[src/rtl/rah_tx_packer_if.sv]
// ---------------------------------------------------------------------------
// rah_tx_packer_if
//   Bundles the packet-side and word-side signals of the RAH TX packer.
//
//   Signals
//     in_valid  : in_data holds a RAH packet
//     in_ready  : packer accepts in_data this cycle
//     in_data   : RAH packet, DATA_WIDTH bits
//     flush     : one-cycle pulse, emit any partial word zero-padded
//     out_valid : out_data holds a packed MIPI word
//     out_ready : MIPI TX timing takes the word this cycle
//     out_data  : packed word, MIPI_WIDTH bits
//
//   Modports
//     master : packet producer / word consumer (encoder side + MIPI TX)
//     slave  : the packer itself
//
//   Handshake semantics (both channels): a transfer happens on a rising clk
//   edge where valid && ready are both high. The packer derives in_ready and
//   out_valid from registered state only, so ready never depends on valid of
//   the same channel and there is no out_ready -> in_ready path. While
//   in_valid is high without in_ready, the producer may change in_data; the
//   packer only samples it on the transfer edge.
// ---------------------------------------------------------------------------
interface rah_tx_packer_if #(
    parameter int DATA_WIDTH = 48,
    parameter int MIPI_WIDTH = 64
);
    logic                  in_valid;
    logic                  in_ready;
    logic [DATA_WIDTH-1:0] in_data;
    logic                  flush;
    logic                  out_valid;
    logic                  out_ready;
    logic [MIPI_WIDTH-1:0] out_data;

    modport master (
        output in_valid,
        output in_data,
        output flush,
        output out_ready,
        input  in_ready,
        input  out_valid,
        input  out_data
    );

    modport slave (
        input  in_valid,
        input  in_data,
        input  flush,
        input  out_ready,
        output in_ready,
        output out_valid,
        output out_data
    );
endinterface

[src/rtl/rah_tx_packer.sv]
// ---------------------------------------------------------------------------
// rah_tx_packer
//   Gearbox from DATA_WIDTH-bit RAH packets to MIPI_WIDTH-bit MIPI TX words.
//   Packets are packed little-endian: the first packet lands in the LSBs of
//   the first word. A flush pulse emits a trailing partial word with its
//   unused upper lanes zero. Transmit-side inverse of the RX data aligner.
//
//   Ports
//     clk        : single clock
//     reset_n    : asynchronous active-low reset
//     bus        : rah_tx_packer_if.slave (packet in, word out, flush)
//     flush_busy : a flush is pending and not yet complete
//     word_count : words emitted since reset, wraps 0xFFFF -> 0
//
//   The accumulator holds up to 2*ML lanes. Lanes at or above fill are
//   always zero, so a new packet is ORed in at the post-pop fill position and
//   a partial flush word needs no extra masking.
// ---------------------------------------------------------------------------
module rah_tx_packer #(
    parameter int DATA_WIDTH = 48,
    parameter int MIPI_WIDTH = 64,
    parameter int LANE_WIDTH = 16
) (
    input  logic        clk,
    input  logic        reset_n,
    rah_tx_packer_if.slave bus,
    output logic        flush_busy,
    output logic [15:0] word_count
);

    localparam int DL    = DATA_WIDTH / LANE_WIDTH;
    localparam int ML    = MIPI_WIDTH / LANE_WIDTH;
    localparam int LANES = 2 * ML;
    localparam int ACC   = 2 * MIPI_WIDTH;
    localparam int FW    = $clog2(LANES + 1);
    localparam int SHW   = $clog2(ACC);

    localparam logic [FW-1:0] ML_F      = FW'(ML);
    localparam logic [FW-1:0] DL_F      = FW'(DL);
    // Highest fill at which a whole packet still fits without a pop.
    localparam logic [FW-1:0] READY_MAX = FW'(LANES - DL);

    // Registered state
    logic [ACC-1:0] acc_q;
    logic [FW-1:0]  fill_q;
    logic           flush_pend_q;
    logic [15:0]    word_count_q;

    // Next-state / intermediate
    logic [ACC-1:0] acc_pp;
    logic [ACC-1:0] acc_d;
    logic [ACC-1:0] in_ext;
    logic [FW-1:0]  fill_pp;
    logic [FW-1:0]  fill_d;
    logic [SHW-1:0] lane_shift;
    logic           flush_pend_d;
    logic           in_ready_int;
    logic           out_valid_int;
    logic           pop;
    logic           accept;

    // Handshake terms come from state only.
    assign in_ready_int  = !flush_pend_q && (fill_q <= READY_MAX);
    assign out_valid_int = (fill_q >= ML_F) || (flush_pend_q && (fill_q != '0));

    assign pop    = out_valid_int && bus.out_ready;
    assign accept = bus.in_valid && in_ready_int;

    // Outputs are forced quiet while reset is asserted; in_ready would
    // otherwise read 1 from the cleared state.
    assign bus.in_ready  = reset_n && in_ready_int;
    assign bus.out_valid = reset_n && out_valid_int;
    assign bus.out_data  = reset_n ? acc_q[MIPI_WIDTH-1:0] : '0;
    assign flush_busy    = reset_n && flush_pend_q;
    assign word_count    = reset_n ? word_count_q : '0;

    // Pop first, then append at the post-pop fill position.
    always_comb begin
        acc_pp  = acc_q;
        fill_pp = fill_q;
        if (pop) begin
            // Shifting brings zeros into the vacated upper lanes.
            acc_pp  = acc_q >> MIPI_WIDTH;
            fill_pp = (fill_q >= ML_F) ? (fill_q - ML_F) : '0;
        end

        // Only meaningful when accept is high, which implies fill_pp <= READY_MAX,
        // so the product never exceeds ACC - DATA_WIDTH.
        lane_shift = SHW'(fill_pp) * SHW'(LANE_WIDTH);
        in_ext     = ACC'(bus.in_data) << lane_shift;

        acc_d  = acc_pp;
        fill_d = fill_pp;
        if (accept) begin
            acc_d  = acc_pp | in_ext;
            fill_d = fill_pp + DL_F;
        end

        // A flush arriving while one is pending is ignored. A pending flush
        // completes on the edge where the post-pop fill is zero; no packet
        // can be accepted while it is pending, so fill only drains.
        if (flush_pend_q) begin
            flush_pend_d = (fill_pp != '0);
        end else begin
            flush_pend_d = bus.flush;
        end
    end

    always_ff @(posedge clk or negedge reset_n) begin
        if (!reset_n) begin
            acc_q        <= '0;
            fill_q       <= '0;
            flush_pend_q <= 1'b0;
            word_count_q <= '0;
        end else begin
            acc_q        <= acc_d;
            fill_q       <= fill_d;
            flush_pend_q <= flush_pend_d;
            if (pop) begin
                word_count_q <= word_count_q + 16'd1;
            end
        end
    end

endmodule
[src/flat_wrapper.sv]
// flat-port wrapper written by rule: the top's interface ports become plain ports
module rah_tx_packer_flat 
#(
    parameter int DATA_WIDTH = 48,
    parameter int MIPI_WIDTH = 64,
    parameter int LANE_WIDTH = 16
)
  (clk, reset_n, flush_busy, word_count, bus_in_valid, bus_in_data, bus_flush, bus_out_ready, bus_in_ready, bus_out_valid, bus_out_data);
  rah_tx_packer_if #(.DATA_WIDTH(DATA_WIDTH), .MIPI_WIDTH(MIPI_WIDTH)) bus_i ();
  input  logic clk;
  input  logic reset_n;
  output logic flush_busy;
  output logic [15:0] word_count;
  input wire logic [$bits(bus_i.in_valid)-1:0] bus_in_valid;
  input wire logic [$bits(bus_i.in_data)-1:0] bus_in_data;
  input wire logic [$bits(bus_i.flush)-1:0] bus_flush;
  input wire logic [$bits(bus_i.out_ready)-1:0] bus_out_ready;
  output wire logic [$bits(bus_i.in_ready)-1:0] bus_in_ready;
  output wire logic [$bits(bus_i.out_valid)-1:0] bus_out_valid;
  output wire logic [$bits(bus_i.out_data)-1:0] bus_out_data;
  assign bus_i.in_valid = bus_in_valid;
  assign bus_i.in_data = bus_in_data;
  assign bus_i.flush = bus_flush;
  assign bus_i.out_ready = bus_out_ready;
  assign bus_in_ready = bus_i.in_ready;
  assign bus_out_valid = bus_i.out_valid;
  assign bus_out_data = bus_i.out_data;
  rah_tx_packer #(.DATA_WIDTH(DATA_WIDTH), .MIPI_WIDTH(MIPI_WIDTH), .LANE_WIDTH(LANE_WIDTH)) u_core (.clk(clk), .reset_n(reset_n), .bus(bus_i), .flush_busy(flush_busy), .word_count(word_count));
endmodule
[config.mk]
export PLATFORM = sky130hd
export DESIGN_NAME = rah_tx_packer_flat
export DESIGN_NICKNAME = d
export VERILOG_FILES = /design/src/rtl/rah_tx_packer_if.sv /design/src/rtl/rah_tx_packer.sv /design/src/flat_wrapper.sv
export SDC_FILE = /design/constraint.sdc
export NUM_CORES = 1
export LEC_CHECK = 0
export BUFFER_PORTS_ARGS = -buffer_cell sky130_fd_sc_hd__buf_4
export CAP_MARGIN = 20
export CORE_ASPECT_RATIO = 1.25
export CORE_MARGIN = 2
export CORE_UTILIZATION = 53
export DETAILED_ROUTE_END_ITERATION = 12
export PLACE_DENSITY = 0.82
export SLEW_MARGIN = 20
export SYNTH_ARGS = -nofsm -noshare
export SYNTH_HDL_FRONTEND = slang
export SYNTH_SLANG_ARGS = --single-unit
[constraint.sdc]
create_clock -name clk -period 2.2 [get_ports clk]
set_input_delay 0.66 -clock clk [delete_from_list [all_inputs] [get_ports clk]]
set_output_delay 0.66 -clock clk [all_outputs]
set_load 0.05 [all_outputs]
==> flow_metrics.tcl <==
set metrics [dict create \
    status "finished, final reports clean" \
    dpl-instance-area_mm2 0.00946 \
    r2r_cells 5 \
    synthCells 857 \
    syn_area_mm2 0.00800 \
    fin_nets 1034 \
    grt_pass1_wl_um 38000 \
    antenna_cells 0 \
    r2r_end "u_core.acc_q[64]" \
    p_leak_nw 4.74 \
    fin_area_mm2 0.0100 \
    cp.required_ns 1.54 \
    start_util_pct 53.7 \
    htreeDepth 4 \
    worst_slew_pin_slew_ns 0.534 \
    io_pins 136 \
    place_congestion 0.939 \
    power.density_mw_per_mm2 1460 \
    antenna_found_initial 0 \
    fill_cells 1102 \
    cp_common_cell "buf_4" \
    areaGrowthSynthToFinish_pct 25.6 \
    post-dp-hpwl_um 16800 \
    seq_area_frac_synth_pct 46.6 \
    first_pass_iters 6 \
    ant_nets 0 \
    max-clock-path-buffers 2 \
    critPathBufInv 2 \
    ctsHoldBuffers 0 \
    wl_per_cell_um 20.9 \
    cts_root_buf "clkbuf_16" \
    drv_cap 0 \
    syn_nets 911 \
    vias_per_cell 6.25 \
    portBuffers 135 \
    placed_cells 1142 \
    finalMaxSlewViolations 0 \
    rsz0062_at_grt "false" \
    cts_tree "yes" \
    vias 7347 \
    min-delay-path-class "primary input to async pin" \
    hold_slack_ns 0.0853 \
    worstPathCellList "buf_4, o21ai_4, a21boi_2, buf_4" \
    setup_viol 0 \
    drive_gt1_share_pct 32.6 \
    critical_path.endpoint "bus_out_valid" \
    drt-total-wl_um 24500 \
    slew_headroom_pct 64.3 \
    cp-end-kind "output pin" \
    final_cells 1175 \
    start_kind "flip-flop" \
    max_stage_delay_ns 0.39 \
    ys.flop_type "dfrtp_1" \
    grt_max_degree 49 \
    dieArea_mm2 0.0161 \
    r2r-start "u_core.fill_q[3]" \
    crit_path_max_fanout 4 \
    postSynth.asyncResetShare_pct 100 \
    clk_latency_ns 0.42 \
    fin_util_pct 67.5 \
    core_mm2 0.0149 \
    syn_avg_cell_area_um2 9.33 \
    worstSetupPathType "flip-flop to output pin" \
    fin_skew_ns 0.00858 \
    r2r_slack_ns 0.09 \
    drc 0 \
    grt_pass1_vias 6987 \
    crit_slowest_cell "dfrtp_1" \
    die_w_um 114 \
    ys_types 49 \
    synth_edf_count 0 \
    path_delay_family "flip-flops" \
    cts_buffers 17 \
    startpoint "u_core.fill_q[1]" \
    finalHoldViolations 0 \
    tns_ns 0 \
    clk_pin_slew_ns 0.06 \
    rows 50 \
    cp_num_cells 4 \
    grt_overflow_total 0 \
    grt.total_usage_pct 30.7 \
    ys_warn_count 0 \
    crit_arrival_ns 1.48 \
    period_needed_ns 2.14 \
    cts_sinks 149 \
    fmax_ghz 0.468 \
    ys_seq_elements 149 \
    detail_route.iter0.violations 909 \
    finalCritPeriodShare_pct 97.1 \
    die_y_um 141 \
    irDropWorstVdd_v 0.000766 \
]
-- metrics by stage --
| stage | power (mW) | worst slack [ns] |
|---|---|---|
| after floorplan | 9.60 | 0.120 |
| after global placement | 11.6 | -0.0866 |
| after detailed placement | 11.8 | -0.148 |
| after CTS | 14.6 | 0.0127 |
| after global routing | 15.4 | 0.00659 |
| final | 14.7 | 0.0641 |
-- worst min-delay path by stage --
stage	from	end
floorplan	reset_n	u_core.acc_q[0]
global placement	u_core.word_count_q[15]	u_core.word_count_q[15]
detailed placement	u_core.word_count_q[15]	u_core.word_count_q[15]
CTS	reset_n	u_core.acc_q[3]
global route	reset_n	u_core.acc_q[3]
finish	reset_n	u_core.acc_q[0]
-- layout make-up --
| class | count | area, um2 | area share [%] |
|---|---|---|---|
| clock buffers | 20 | 447 | 4.45 |
| multi-input cells | 620 | 4010 | 39.9 |
| repair buffers | 172 | 1450 | 14.5 |
| clock inverters | 12 | 106 | 1.06 |
| well taps | 182 | 228 | 2.27 |
| flip-flops and latches | 149 | 3730 | 37.1 |
| inverters | 20 | 75.1 | 0.747 |
-- cells by family (layout without fill, tap and decap cells) --
kind of cell | count (synthesis) | in the layout | share of synthesized area, %
compound gates | 184 | 184 | 18.4
xor+xnor | 17 | 17 | 1.86
fa+ha+maj | 2 | 2 | 0.282
buf+inv | 88 | 224 | 4.90
flops | 149 | 149 | 46.6
mux | 48 | 48 | 6.26
simple gates | 369 | 369 | 21.7
-- worst reg2reg max path: stages (launching register included) --
cell and delay [ns]:
dfrtp_1 0.48, and4bb_2 0.65, nor2_1 0.19, or2_1 0.25, buf_4 0.21, o221ai_1 0.24
-- state kept, by name (all words and copies together) (netlist names) --
| name | count |
|---|---|
| u_core.acc_q | 128 |
| u_core.word_count_q | 16 |
| u_core.fill_q | 4 |
| u_core.flush_pend_q | 1 |
-- synth_stat cells, drive strengths merged (20+ instances only) --
library cell / n / area [um2]
clkbuf: 36 / 135
mux2i: 32 / 320
o21ai: 34 / 174
dfrtp: 149 / 3730
o22ai: 49 / 307
inv: 20 / 75.1
nor2: 135 / 509
nand2: 104 / 393
buf: 32 / 181
and2: 82 / 513
-- report_power, final --
| part | switching [mW] | leakage (nW) | internal [mW] |
|---|---|---|---|
| logic | 4.60 | 2.59 | 2.85 |
| registers | 0.701 | 1.89 | 3.80 |
| clock network | 1.15 | 0.250 | 1.58 |
-- what timing repair did --
item	CTS	global route
gates resized for setup	2	5
setup endpoints to repair	1	28
buffers inserted	0	1
-- per-layer routing --
layer	global-route usage [%]	part of all wire [%]	vias up
met1	40.2	38	3524
met4	14.2	5.6	0
li1	-	-	3240
met3	7.52	10	107
met5	0	0	-
met2	48.4	46	476
-- cells in the final DEF, fill, tap and decap left out, types with 3 or more instances in the layout --
cell        netlist  layout
a22o_1           16      16
inv_1            20      20
nand3_1           9       9
and3_1           14      14
a221oi_2         10      10
o21ai_0          25      25
buf_4             2     158
clkbuf_16         0      17
mux2_2           16      16
nor2b_1           6       5
buf_12            0      12
and2_1           82      11
dfrtp_1         149     148
mux2i_1          32      32
a32o_1           12      12
o21ai_1           8       7
clkinv_2          0       3
xnor2_1          15      15
o22ai_1          49      49
o2bb2ai_1        16      16
o211ai_1         16      16
nand2_1         103     103
clkinvlp_4        0       7
nor3_1            4       4
and4_1            3       3
and2_2            0      71
a21boi_0          5       4
o221ai_2         10      10
nand4_1           6       6
nor2_1          134     133
o221ai_1          6       6
Power figures use the tool's default switching activity.
